$ cat config.mk
export PLATFORM = sky130hd
export DESIGN_NAME = rr_arbiter42
export DESIGN_NICKNAME = d
export VERILOG_FILES = /design/src/rtl/rr_arbiter42.sv
export SDC_FILE = /design/constraint.sdc
export NUM_CORES = 1
export LEC_CHECK = 0
export BUFFER_PORTS_ARGS = -buffer_cell sky130_fd_sc_hd__buf_2
export CORE_MARGIN = 2
export CORE_UTILIZATION = 50
export CTS_CLUSTER_DIAMETER = 200
export DETAILED_ROUTE_END_ITERATION = 8
export HOLD_SLACK_MARGIN = 0.02
export PLACE_DENSITY = 0.8
export SETUP_SLACK_MARGIN = 0.2
export SYNTH_ARGS = -nofsm -noshare
export SYNTH_HDL_FRONTEND = slang
export SYNTH_SLANG_ARGS = --single-unit
$ cat constraint.sdc
create_clock -name clk -period 1.7 [get_ports clk]
set_input_delay 0.34 -clock clk [delete_from_list [all_inputs] [get_ports clk]]
set_output_delay 0.34 -clock clk [all_outputs]
set_load 0.05 [all_outputs]
$ cat src/rtl/rr_arbiter42.sv
// rr_arbiter42: four-requester round-robin arbiter with a grant hold limit.
//
// Ports:
//   clk       rising-edge clock
//   rst       asynchronous active-high reset
//   req[3:0]  request lines, bit i belongs to requester i
//   gnt[3:0]  one-hot grant, zero when no owner
//   gnt_id    encoded index of the owner, zero when no owner
//   gnt_valid high while a grant is held
//   timeout   one-cycle pulse in the idle cycle after a forced release
//
// A grant is held while the owner keeps requesting, for at most MAX_HOLD
// cycles. Every release passes through exactly one IDLE cycle, and the
// priority pointer moves to the requester after the one just released.
module rr_arbiter42 #(
    parameter int MAX_HOLD = 8,
    parameter int CNT_W    = 4
) (
    input  logic       clk,
    input  logic       rst,
    input  logic [3:0] req,
    output logic [3:0] gnt,
    output logic [1:0] gnt_id,
    output logic       gnt_valid,
    output logic       timeout
);

    typedef enum logic {
        IDLE,
        BUSY
    } state_t;

    localparam logic [CNT_W-1:0] HOLD_LAST = CNT_W'(MAX_HOLD - 1);

    state_t           state, state_nxt;
    logic [1:0]       owner, owner_nxt;
    logic [1:0]       ptr, ptr_nxt;
    logic [CNT_W-1:0] hold_cnt, hold_cnt_nxt;
    logic             timeout_nxt;

    logic       found;
    logic [1:0] winner;
    logic [1:0] idx;

    // First set request at or after ptr, wrapping modulo 4.
    always_comb begin
        found  = 1'b0;
        winner = '0;
        idx    = '0;
        for (int unsigned i = 0; i < 4; i++) begin
            idx = ptr + 2'(i);
            if (!found && req[idx]) begin
                found  = 1'b1;
                winner = idx;
            end
        end
    end

    always_ff @(posedge clk or posedge rst) begin
        if (rst) begin
            state    <= IDLE;
            owner    <= '0;
            ptr      <= '0;
            hold_cnt <= '0;
            timeout  <= 1'b0;
        end else begin
            state    <= state_nxt;
            owner    <= owner_nxt;
            ptr      <= ptr_nxt;
            hold_cnt <= hold_cnt_nxt;
            timeout  <= timeout_nxt;
        end
    end

    always_comb begin
        state_nxt    = state;
        owner_nxt    = owner;
        ptr_nxt      = ptr;
        hold_cnt_nxt = hold_cnt;
        timeout_nxt  = 1'b0;
        unique case (state)
            IDLE: begin
                if (found) begin
                    owner_nxt    = winner;
                    hold_cnt_nxt = '0;
                    state_nxt    = BUSY;
                end
            end
            BUSY: begin
                if (!req[owner]) begin
                    state_nxt = IDLE;
                    ptr_nxt   = owner + 2'd1;
                end else if (hold_cnt == HOLD_LAST) begin
                    state_nxt   = IDLE;
                    ptr_nxt     = owner + 2'd1;
                    timeout_nxt = 1'b1;
                end else begin
                    hold_cnt_nxt = hold_cnt + 1'b1;
                end
            end
            default: state_nxt = IDLE;
        endcase
    end

    // Outputs decode only registered state, so they stay mutually
    // consistent and clear together the moment rst is asserted.
    always_comb begin
        gnt       = '0;
        gnt_id    = '0;
        gnt_valid = 1'b0;
        if (state == BUSY) begin
            gnt[owner] = 1'b1;
            gnt_id     = owner;
            gnt_valid  = 1'b1;
        end
    end

endmodule

Yosys cells after proc, flatten, opt, wreduce, memory -nomap -nowiden
Cells that the tools add are included.
{"block": "classes", "eq_ne": 5, "bitwise_logic": 1, "order_cmp": 6, "muxes": 36, "reduce_logical": 10, "addsub": 5}
{"op": "1-bit 2-to-1 mux", "count": 17}
{"op": "4-bit 2-to-1 mux", "count": 4}
{"op": "2-bit by 3-bit less-than comparator with 1-bit output, second input constant", "count": 5}
{"op": "2-bit 2-to-1 mux", "count": 7}
{"op": "1-bit binary-select mux with 2-bit select", "count": 5}
{"op": "4-bit one-hot mux with 2 select lines", "count": 1}
{"op": "2-bit by 1-bit adder with 2-bit output, second input constant", "count": 2}
{"op": "2-bit adder, second input constant", "count": 2}
{"op": "4-bit by 1-bit adder with 4-bit output, second input constant", "count": 1}
{"op": "4-bit by 3-bit == test with 1-bit output, second input constant", "count": 1}
{"op": "1-bit logical AND", "count": 4}
{"op": "2-bit by 1-bit inequality test with 1-bit output, second input constant", "count": 2}
{"op": "2-bit inequality test, second input constant", "count": 2}
{"op": "2-bit AND reduction", "count": 2}
{"op": "1-bit zero test", "count": 3}
{"op": "3-bit AND reduction", "count": 1}
{"op": "1-bit demux with 2-bit select", "count": 1}
{"op": "2-bit by 1-bit greater-or-equal comparator with 1-bit output, second input constant", "count": 1}
{"op": "1-bit one-hot mux with 2 select lines", "count": 1}
{"op": "1-bit NOT", "count": 1}
{"block": "totals", "in_bits": 6, "elab_cells": 68, "regBits": 10, "out_inout_bits": 8}

Longest topological paths before layout
{"block": "depth", "depth_word": 14, "mapped_depth": 5, "mapped_depth_nobuf": 5}

Worst setup path before layout
Ideal clock, no wire load.
{"block": "synth_path", "path_kind": "reg2out", "startpoint": "register state", "endpoint": "output gnt_id[1]", "path_stages_with_launch": 4, "t_required_ns": 1.360, "arrival_time_ns": 1.550, "setup_slack_ns": -0.190, "n_path_buf": 1, "cell_sequence": "dfrtp_1 buf_6 inv_1 nor2_1"}
{"block": "synth_via", "elab_chain_cells": 1}
{"element": "start, declared", "line_no": "35", "text": "state_t state, state_nxt;"}
{"element": "start signal, assigned", "line_no": "67", "text": "state <= state_nxt;"}
{"element": "2-bit 2-to-1 mux", "line_no": "111", "text": "if (state == BUSY) begin"}
{"element": "end, declared", "line_no": "23", "text": "output logic [1:0] gnt_id,"}
No other way between the ends.

Worst setup path in the final report
{"block": "layout_path", "startpoint": "register owner[0]", "endpoint": "output gnt[3]"}
{"block": "layout_via", "elab_chain_cells": 5, "word_cells_on_any_way": 6, "classes_between": "2 x order compare; 3 x mux; 1 x reduce/logical"}
{"element": "start, declared", "line_no": "36", "text": "logic [1:0] owner, owner_nxt;"}
{"element": "start signal, assigned", "line_no": "68", "text": "owner <= owner_nxt;"}
{"element": "2-bit by 3-bit less-than comparator with 1-bit output (not written as such) / 2-bit by 1-bit greater-or-equal comparator with 1-bit output (equally long branches)", "line_no": "112", "text": "gnt[owner] = 1'b1;"}
{"element": "1-bit logical AND (not written as such)", "line_no": "112"}
{"element": "1-bit 2-to-1 mux (not written as such)", "line_no": "112"}
{"element": "1-bit demux with 2-bit select *", "line_no": "112"}
{"element": "4-bit 2-to-1 mux *", "line_no": "111"}
{"element": "end, declared", "line_no": "22", "text": "output logic [3:0] gnt,"}
Every way passes the cells marked *; elsewhere a longest branch is shown, timed or not.

==> impl_metrics.ini <==
[cts]
cts.clk_slew.worst_paths_ns = 0.06
clk_latency_ns = 0.26
clk_path_buf_depth = 2
cts_tree = done
cts_root_buf = clkbuf_4
cts_buffers = 3
h-tree-depth = 1
cts.sinks = 10

[synth]
synth_area_leaders = dfrtp_1, ha_1, mux2i_1, nand2_1, and2_1
yosys_warnings = 0
synth_cells = 77
synth_area_sq_um = 708.2
yosysTopAreaCellShare_pct = 35.34
yosys.area.top_type = dfrtp_1
synth_seq_cells = 10
synth.net_count = 88
ys_seq_area_share_pct = 35.34
avgSynthCellArea_sq_um = 9.197
ys_types = 31

[setup_path]
reg2reg_from = owner[0]
r2r-end = ptr[1]
crit_path_end = gnt[3]
startpoint = owner[0]
endpoint_kind = primary output
crit_cells = 3
regToRegSetupSlack_ns = 0.12
slowest_delay_ns = 0.47
cp_cell_sequence = ha_2, and2_2, buf_8
arrival_ns = 1.26
reg2regPathDepth = 5
worstSetupPathType = register to primary output
path_delay_family = flip-flops
startpoint_type = register
required_ns = 1.36
path_buf_inv = 1
worstPathMaxFanout = 5
critPathSlowestCell = dfrtp_2

[global_routing]
track_usage_pct = 19.82
antenna_found_initial = 0
overflow = 0
grt_pass1_wl_um = 2587
grt_max_degree = 11
grt_pass1_vias = 587

[pwr]
power.total_mw = 1.912
clkPwrFrac_pct = 8.9
p_per_area_nw_per_um2 = 1954
swShare_pct = 47.83
power_frac_comb_pct = 67.1
switching_power_mw = 0.9146
leakage_nw = 0.4775
p_int_mw = 0.9976
seqPwrFrac_pct = 24.0
vdd.ir_drop.worst_v = 0.001221

[floorplan]
rows = 13
dieArea_sq_um = 1733
die_x_um = 41.64
die_h_um = 41.64
core_sq_um = 1318
io_pins = 14
start_util_pct = 53.75

[routing]
finalWirelength_um = 1549
antenna_left = 0
met1_length_um = 689
first_pass_iters = 4
wl_met2_um = 789
vias_per_cell = 5.447
remaining_drc_errors = 0
drtIter0Drc = 17
wl_met3_um = 58
highest_layer = met4
routedWlPerCell_um = 13.59
num_vias = 621

[layout]
final_core_util_pct = 74.26
drive_gt1_share_pct = 45.45
syn_to_final_growth_pct = 38.16
num-nets-final = 111
final.fill_count = 90
regArea_sq_um = 254.0
final_cell_mix = nand2_1, buf_4, dfrtp_1, buf_2, inv_1
multi_input_area_sq_um = 476.7
antenna_cells = 0

[hold_path]
worstHoldPathType = primary input to async pin

[timing]
period_share_pct = 93.91
fin_skew_ns = 0.003818
fmax_mhz = 626.4
holdWs_ns = 0.04915
slew_violations = 0
hold_viol = 0
finalSetupTns_ns = 0
period_minus_slack_ns = 1.597
rsz0062_at_grt = true
slew_headroom_pct = 72.71
setup_viol = 0
max_slew.worst_pin.slew_ns = 0.4089

[outcome]
status = finished clean

[placed_design]
gp_congestion = 0.8333
place_hpwl_um = 1071
io_buffer_count = 13

[job]
maxCapViolCount = 0
==> layout make-up <==
class,count,share of cell area (%)
multi-input cells,56,48.72
flip-flops and latches,10,25.96
repair buffers,20,17.01
inverters,9,3.708
clock buffers,4,2.685
well taps,15,1.918
==> sequential cells by signal, summed over array words and instances (netlist names) <==
signal and cells:
timeout 1, hold_cnt 4, state 1, ptr 2, owner 2
==> power groups by stage <==
stage | registers (mW) | clock network, mW | logic (mW)
after floorplan | 0.464 | 0 | 0.730
after global placement | 0.464 | 0 | 0.860
after detailed placement | 0.471 | 0 | 0.889
after CTS | 0.455 | 0.178 | 1.20
after global routing | 0.474 | 0.191 | 1.38
final | 0.458 | 0.171 | 1.28
==> Yosys cell counts <==
cell type and number:
and2_1 5, buf_4 1, or2_1 1, dfrtp_1 10, nor2_1 3, nand2_2 1, a21oi_1 4, and3_1 2
inv_1 8, o22ai_1 1, mux2_4 1, o21ai_1 3, mux4_2 1, o2bb2ai_2 1, a31o_1 1, o21ai_0 2
mux2i_1 4, o2bb2ai_1 1, nand3_1 3, and3b_1 1, nand2_1 9, ha_1 5, xor2_1 1, nor4_1 1
a21oi_2 1, nand3b_1 1, and2b_2 1, buf_6 1, o221ai_1 1, inv_2 1, a22oi_1 1
==> cell families (layout without fill, tap and decap cells) <==
| group | after synthesis | in the layout | share of synthesized area [%] |
|---|---|---|---|
| flops | 10 | 10 | 35.34 |
| mux | 6 | 6 | 10.95 |
| buf+inv | 11 | 33 | 7.420 |
| simple gates | 28 | 28 | 20.85 |
| compound gates | 16 | 16 | 15.37 |
| xor+xnor | 1 | 1 | 1.237 |
| fa+ha+maj | 5 | 5 | 8.834 |
==> what timing repair did <==
action | CTS | global route
setup endpoints to repair | 6 | 10
resized for setup | 28 | 5
buffers inserted | 6 | 1
gates cloned | 0 | 0
pin swaps | 1 | 2
hold buffers | 0 | 0
==> metal layers <==
| metal | GRT usage, % | vias to the layer above |
|---|---|---|
| met2 | 32.81 | 18 |
| met3 | 6.522 | 2 |
| met4 | 5.806 | 0 |
| met5 | 0 | - |
| met1 | 24.44 | 293 |
| li1 | - | 308 |
==> through the flow <==
stage                     setup WS [ns]  instances  cell area (sq um)
after CTS                        0.1092        113              949.7
after detailed placement         0.1267        103              787.0
after global routing            0.06066        114              978.4
final                            0.1035        114              978.4
after floorplan                  0.2843         77              721.9
after global placement           0.1702        103              787.0
==> worst min path at each step <==
stage / slack (ns) / endpoint / cells past startpoint
after floorplan: 0.18 / hold_cnt[0] / 1
final: 0.05 / hold_cnt[3] / 2
after global routing: 0.07 / hold_cnt[0] / 2
after global placement: 0.34 / ptr[0] / 2
after CTS: 0.05 / hold_cnt[3] / 2
after detailed placement: 0.34 / hold_cnt[0] / 2
No activity file was read; power rests on OpenSTA's default activity.
